`src/rtl/fetch_sequencer.sv`:
```
// Instruction fetch sequencer: owns the PC, issues one imem request at a time, buffers one word for decode.
// Optional FETCH_PERF_EN adds fetch_count (saturating) and kill_count (wrapping) performance counters.
module fetch_sequencer #(
    parameter logic [63:0] RESET_PC = 64'h0000_0000_0000_0000
) (
    input  logic        clk,
    input  logic        reset,
    output logic        imem_req,
    output logic [63:0] imem_addr,
    input  logic        imem_gnt,
    input  logic        imem_rvalid,
    input  logic [31:0] imem_rdata,
    input  logic        redirect_valid,
    input  logic [63:0] redirect_pc,
    output logic        inst_valid,
    input  logic        inst_ready,
    output logic [63:0] inst_pc,
    output logic [31:0] inst_data
`ifdef FETCH_PERF_EN
    ,
    output logic [63:0] fetch_count,
    output logic [31:0] kill_count
`endif
);

    localparam int ADDR_W = 64;
    localparam int DATA_W = 32;

    typedef enum logic [2:0] {
        S_BOOT,
        S_REQ,
        S_WAIT,
        S_FULL,
        S_DRAIN
    } state_t;

    state_t              state_q, state_d;
    logic   [ADDR_W-1:0] pc_q, pc_d;
    logic                consume;
    logic                buf_load;
    logic                buf_clear;

    assign consume   = inst_valid && inst_ready;
    assign imem_req  = (state_q == S_REQ);
    assign imem_addr = pc_q;

    always_ff @(posedge clk or posedge reset) begin
        if (reset) begin
            state_q <= S_BOOT;
            pc_q    <= RESET_PC;
        end else begin
            state_q <= state_d;
            pc_q    <= pc_d;
        end
    end

    always_comb begin
        state_d   = state_q;
        pc_d      = pc_q;
        buf_load  = 1'b0;
        buf_clear = 1'b0;
        if (redirect_valid) begin
            // A response still owed by memory must be drained before refetching.
            pc_d      = redirect_pc;
            buf_clear = 1'b1;
            case (state_q)
                S_REQ:           state_d = imem_gnt ? S_DRAIN : S_REQ;
                S_WAIT, S_DRAIN: state_d = imem_rvalid ? S_REQ : S_DRAIN;
                default:         state_d = S_REQ;
            endcase
        end else begin
            case (state_q)
                S_BOOT: state_d = S_REQ;
                S_REQ: begin
                    if (imem_gnt) state_d = S_WAIT;
                end
                S_WAIT: begin
                    if (imem_rvalid) begin
                        buf_load = 1'b1;
                        pc_d     = pc_q + 64'd4;
                        state_d  = S_FULL;
                    end
                end
                S_FULL: begin
                    if (consume) begin
                        buf_clear = 1'b1;
                        state_d   = S_REQ;
                    end
                end
                S_DRAIN: begin
                    if (imem_rvalid) state_d = S_REQ;
                end
                default: state_d = S_BOOT;
            endcase
        end
    end

    always_ff @(posedge clk or posedge reset) begin
        if (reset) begin
            inst_valid <= 1'b0;
            inst_pc    <= '0;
            inst_data  <= '0;
        end else if (buf_load) begin
            inst_valid <= 1'b1;
            inst_pc    <= pc_q;
            inst_data  <= imem_rdata[DATA_W-1:0];
        end else if (buf_clear) begin
            inst_valid <= 1'b0;
        end
    end

`ifdef FETCH_PERF_EN
    logic resp_drop;

    // Every response that never reaches the buffer: drained, or killed on arrival by a redirect.
    assign resp_drop = imem_rvalid &&
                       ((state_q == S_DRAIN) || (state_q == S_WAIT && redirect_valid));

    always_ff @(posedge clk or posedge reset) begin
        if (reset) begin
            fetch_count <= '0;
            kill_count  <= '0;
        end else begin
            if (consume && (fetch_count != '1)) fetch_count <= fetch_count + 64'd1;
            if (resp_drop)                       kill_count  <= kill_count + 32'd1;
        end
    end
`endif

endmodule

```
`config.mk`:
```
export PLATFORM = sky130hd
export DESIGN_NAME = fetch_sequencer
export DESIGN_NICKNAME = d
export VERILOG_FILES = /design/src/rtl/fetch_sequencer.sv
export SDC_FILE = /design/constraint.sdc
export NUM_CORES = 1
export LEC_CHECK = 0
export CORE_MARGIN = 2
export CORE_UTILIZATION = 40
export CTS_CLUSTER_SIZE = 25
export DETAILED_ROUTE_END_ITERATION = 12
export PLACE_DENSITY = 0.78
export SYNTH_ARGS = -nofsm -noshare
export SYNTH_HDL_FRONTEND = slang
export SYNTH_SLANG_ARGS = --single-unit
```
`constraint.sdc`:
```
create_clock -name clk -period 11.8 [get_ports clk]
set_input_delay 2.36 -clock clk [delete_from_list [all_inputs] [get_ports clk]]
set_output_delay 2.36 -clock clk [all_outputs]
set_load 0.01 [all_outputs]
```
Word-level counts from Yosys, hierarchy flattened
Index checks and enable logic that the tools add are counted.
{ "op_classes": {"n_eq_ne": 8, "muxes": 20, "reduce_logical": 8, "addsub": 1} }
{ "op_table": {"columns": ["cell", "n"], "rows": [
  ["$mux W64", 3],
  ["$add A64 B3 Y64 const B", 1],
  ["$mux W3", 7],
  ["$pmux W3 S5", 1],
  ["$ne A3 B3 Y1 const B", 3],
  ["$mux W1", 8],
  ["$eq A3 B2 Y1 const B", 2],
  ["$pmux W3 S2", 1],
  ["$reduce_bool A2 Y1", 3],
  ["$reduce_and A4 Y1", 1],
  ["$eq A3 B1 Y1 const B", 1],
  ["$eq A3 B3 Y1 const B", 1],
  ["$logic_not A3 Y1", 1],
  ["$ne A3 B1 Y1 const B", 1],
  ["$reduce_and A2 Y1", 1],
  ["$reduce_or A2 Y1", 1],
  ["$logic_and A1 B1 Y1", 1]
]} }
{ "totals": {"in_bits": 102, "register_bits": 164, "output_inout_bits": 162} }

Depth between registers and ports, before layout
{ "logic_depth": {"word_depth": 6, "ltp_mapped": 8, "ltp_nobuf": 5} }

Worst setup path after synthesis
OpenSTA, ideal clock, no wires.
{ "synth_timing": {"kind": "in2reg", "start": "input imem_rvalid", "end": "register pc_q[63], in the netlist imem_addr[63]", "t_arrival_ns": 4.064, "setup_slack_ns": 7.654, "n_path_buf": 1, "stages": 6, "required_ns": 11.718, "cell_sequence": "and4bb_2 > nand4_4 > or4_1 > buf_2 > or4_1 > a31oi_1"} }
{ "synth_via": {"elab_chain_len": 2} }
{ "synth_rtl": {"columns": ["element", "line", "rtl"], "rows": [
  ["start: declaration", "11", "input logic imem_rvalid,"],
  ["$reduce_bool A2 Y1 (no source line)", null, null],
  ["$reduce_and A2 Y1 (no source line)", null, null],
  ["end signal: assignment", "53", "pc_q <= pc_d;"],
  ["end: declaration", "38", "logic [ADDR_W-1:0] pc_q, pc_d;"]
]} }
No other way between the ends.
A chain may end at the register's enable or synchronous reset.

Worst setup path in the final report
{ "layout_timing": {"start": "input imem_rvalid", "end": "register inst_data[13]"} }
{ "layout_via": {"elab_chain_len": 3} }
{ "layout_rtl": {"columns": ["element", "line", "rtl"], "rows": [
  ["$mux W1", "78", "if (imem_rvalid) begin"],
  ["$mux W1", "72", "case (state_q)"],
  ["$mux W1", "62", "if (redirect_valid) begin"],
  ["end signal: assignment", "106", "inst_data <= imem_rdata[DATA_W-1:0];"],
  ["end: declaration", "18", "output logic [31:0] inst_data"]
]} }
No other way between the ends.

==> flow_metrics.env <==
export IMPL_outcome="finished clean"
export IMPL_max_stage_delay_ps=640
export IMPL_yosys_area_share_simple=0.176
export IMPL_setup_violations_final=0
export IMPL_cts_resized=0
export IMPL_hold_path_class="reg -> reg"
export IMPL_antenna_found_initial=0
export IMPL_htreeDepth=4
export IMPL_cts_sinks=164
export IMPL_p_total_mw=2.26
export IMPL_leakagePower_nw=4.47
export IMPL_slew_viol_final=0
export IMPL_async_reset_ff_frac=1.00
export IMPL_tightest_slew_ps=1070
export IMPL_synth_top_area_share=0.533
export IMPL_crit_arrival_ps=5070
export IMPL_yosysSeqAreaShare=0.533
export IMPL_netlist_instances=697
export IMPL_die_w_um=143
export IMPL_layout_drive_gt1_share=0.145
export IMPL_port_buffers=263
export IMPL_initial_core_util=0.410
export IMPL_met1Wirelength_um=9470
export IMPL_wire_per_inst_um=19.3
export IMPL_cp_slowest_cell="buf_4"
export IMPL_cts_made_buffers=17
export IMPL_power_density_nw_per_um2=203
export IMPL_tritoncts="done"
export IMPL_hold_ws_ps=504
export IMPL_cts_clk_slew_worst_paths_ps=60
export IMPL_maxCapViolations=0
export IMPL_grt_usage=0.224
export IMPL_synth_edf_count=0
export IMPL_route_met3_wl_um=2070
export IMPL_routabilityCongestion=0.838
export IMPL_grt_max_degree=113
export IMPL_vias=6598
export IMPL_synth_nets=800
export IMPL_tns_ps=0
export IMPL_pin_count=264
export IMPL_drtIter0Drc=423
export IMPL_final_setup_worst_slack_ps=7030
export IMPL_syn_area_um2=7690
export IMPL_die_h_um=143
export IMPL_antenna_left=0
export IMPL_fin_nets=1049
export IMPL_cts_hold_buf=0
export IMPL_synth_xor_area_frac=0.0387
export IMPL_synthMuxAreaShare=0.146
export IMPL_fin_crit_ps=4770
export IMPL_max_slew_margin=0.286
export IMPL_met2_length_um=11200
export IMPL_dr_pass1_iters=5
export IMPL_grt_ovfl_total=0
export IMPL_synth_top_family_by_area="simple AND/OR/NAND/NOR gates"
export IMPL_ys_ff_latch=164
export IMPL_setup_worst_path_start_class="input pin"
export IMPL_grt_pass1_vias=6357
export IMPL_critPathMaxFanout=51
export IMPL_clkLatencyLatePin_ps=420
export IMPL_synth_area_leader_cell="dfrtp_1"
export IMPL_top_layer="met4"
export IMPL_synth_adder_area_share=0.00163
export IMPL_wl_um=23000
export IMPL_synth_distinct_cells=52
export IMPL_crit_path_end_kind="register"
export IMPL_yosys_warnings=0
export IMPL_vias_per_cell=5.54
export IMPL_fin_worst_skew_ps=5.72
export IMPL_post_route_period_util=0.404
export IMPL_synthTopCellsByCount="164 x dfrtp_1, 99 x mux2_2, 69 x nand2_1"
export IMPL_required_ps=12100
export IMPL_cp_cell_sequence="clkdlybuf4s50_1 > and4bb_2 > and2_4 > buf_4 > mux2_2"
export IMPL_core_area_um2=18800
export IMPL_rows=50
export IMPL_synth_area_per_cell_um2=11.0
export IMPL_rsz0062_at_grt="no"
export IMPL_yosys_top_cells_area="dfrtp_1 53%, mux2_2 14%, nand2_1 3.4%, xnor2_1 3.2%, o21ai_0 2.7%"
export IMPL_ctsLongestPathBuffers=2
export IMPL_cp_top_family="buffers and inverters"
export IMPL_synth_compound_area_frac=0.0756
export IMPL_cts_root_buf="clkbuf_16"
export IMPL_yosysMostFrequentCell="dfrtp_1"
export IMPL_cts_setup_buffers=0
export IMPL_die_area_um2=20400
export IMPL_grt_pass1_wl_um=35300
export IMPL_hold_viol_final=0
export IMPL_max_freq_mhz=210
export IMPL_path_buf_inv=2
export IMPL_dp_slack_ps=6560
export IMPL_crit_type="in -> reg"
export IMPL_max_vdd_ir_drop_v=0.0000975
export IMPL_syn2layout_area_growth_pct=45.2
export IMPL_drc=0
export IMPL_synthFlopType="dfrtp_1"
export IMPL_hpwl_um=16500
worst register-to-register path, cell delays in order, from the launching register on:
cell     delay (ps)
dfrtp_1         500
and4_1          350
nand4_1         470
or4_1           830
or4_1           540
a31oi_1         160
layout by cell type (no fill, tap or decap), types with 9 or more instances in the layout:
cell type / synthesis / final
nand4_1: 27 / 27
or4_1: 17 / 17
xnor2_1: 28 / 28
nand2_1: 69 / 69
dfrtp_1: 164 / 164
o21ai_0: 42 / 42
nor2_1: 34 / 34
a31oi_1: 18 / 18
clkbuf_16: 0 / 17
inv_1: 13 / 12
nor3_1: 13 / 13
nor4_1: 17 / 17
and3_1: 9 / 9
o31ai_1: 11 / 11
nand3_1: 32 / 32
clkdlybuf4s50_1: 0 / 262
mux2_2: 99 / 99
power breakdown:
part	internal, mW	switching (mW)
logic	0.479	0.267
registers	0.743	0.127
clock network	0.427	0.221
total	1.65	0.615
stage by stage:
stage | area, um^2 | util | std cells
2_1_floorplan | 7690 | - | 697
3_3_place_gp | 10500 | 0.559 | 1161
3_5_place_dp | 10500 | 0.559 | 1161
4_1_cts | 11200 | 0.595 | 1191
5_1_grt | 11200 | 0.595 | 1191
6_report | 11200 | 0.595 | 1192
final timing paths:
kind	startpoint	to	slack, ps	cells past startpoint
setup / recovery	imem_rvalid	inst_data[13]$_DFFE_PP0P_	7030	5
hold / removal	inst_pc[9]$_DFFE_PP0P_	inst_pc[9]$_DFFE_PP0P_	500	1
setup reg to reg	imem_addr[12]$_DFFE_PP0P_	imem_addr[63]$_DFFE_PP0P_	8860	5
hold reg to reg	inst_pc[9]$_DFFE_PP0P_	inst_pc[9]$_DFFE_PP0P_	500	1
max in group asynchronous	reset	imem_addr[39]$_DFFE_PP0P_	7890	3
min in group asynchronous	reset	inst_pc[27]$_DFFE_PP0P_	2500	2
sequential cells by signal, summed over array words and instances (netlist names):
register	flops
imem_addr	64
inst_pc	64
inst_data	32
state_q	3
inst_valid	1
cell families (layout without fill, tap and decap cells):
group | Yosys count | after routing
AO/OA/AOI/OAI | 94 | 94
AND/OR/NAND/NOR | 253 | 253
adder cells (fa/ha/maj) | 1 | 1
other | 0 | 1
XOR/XNOR | 34 | 34
flip-flops | 164 | 164
multiplexers | 100 | 100
buffers and inverters | 51 | 311
per-layer routing:
metal  vias up  global-route usage
met5         -                   0
met4         0              0.0568
met3        20              0.0781
met2       268               0.374
met1      3259               0.279
li1       3051                   -
final cells by class:
| cell class | count | area [um^2] |
|---|---|---|
| diodes | 1 | 2.50 |
| clock buffers | 20 | 457 |
| clock inverters | 10 | 228 |
| fillers | 1593 | 7590 |
| inverters | 14 | 57.6 |
| multi-input cells | 482 | 3370 |
| flip-flops and latches | 164 | 4100 |
| well taps | 234 | 293 |
| repair buffers | 267 | 2660 |
(Power assumes the default switching activity.)
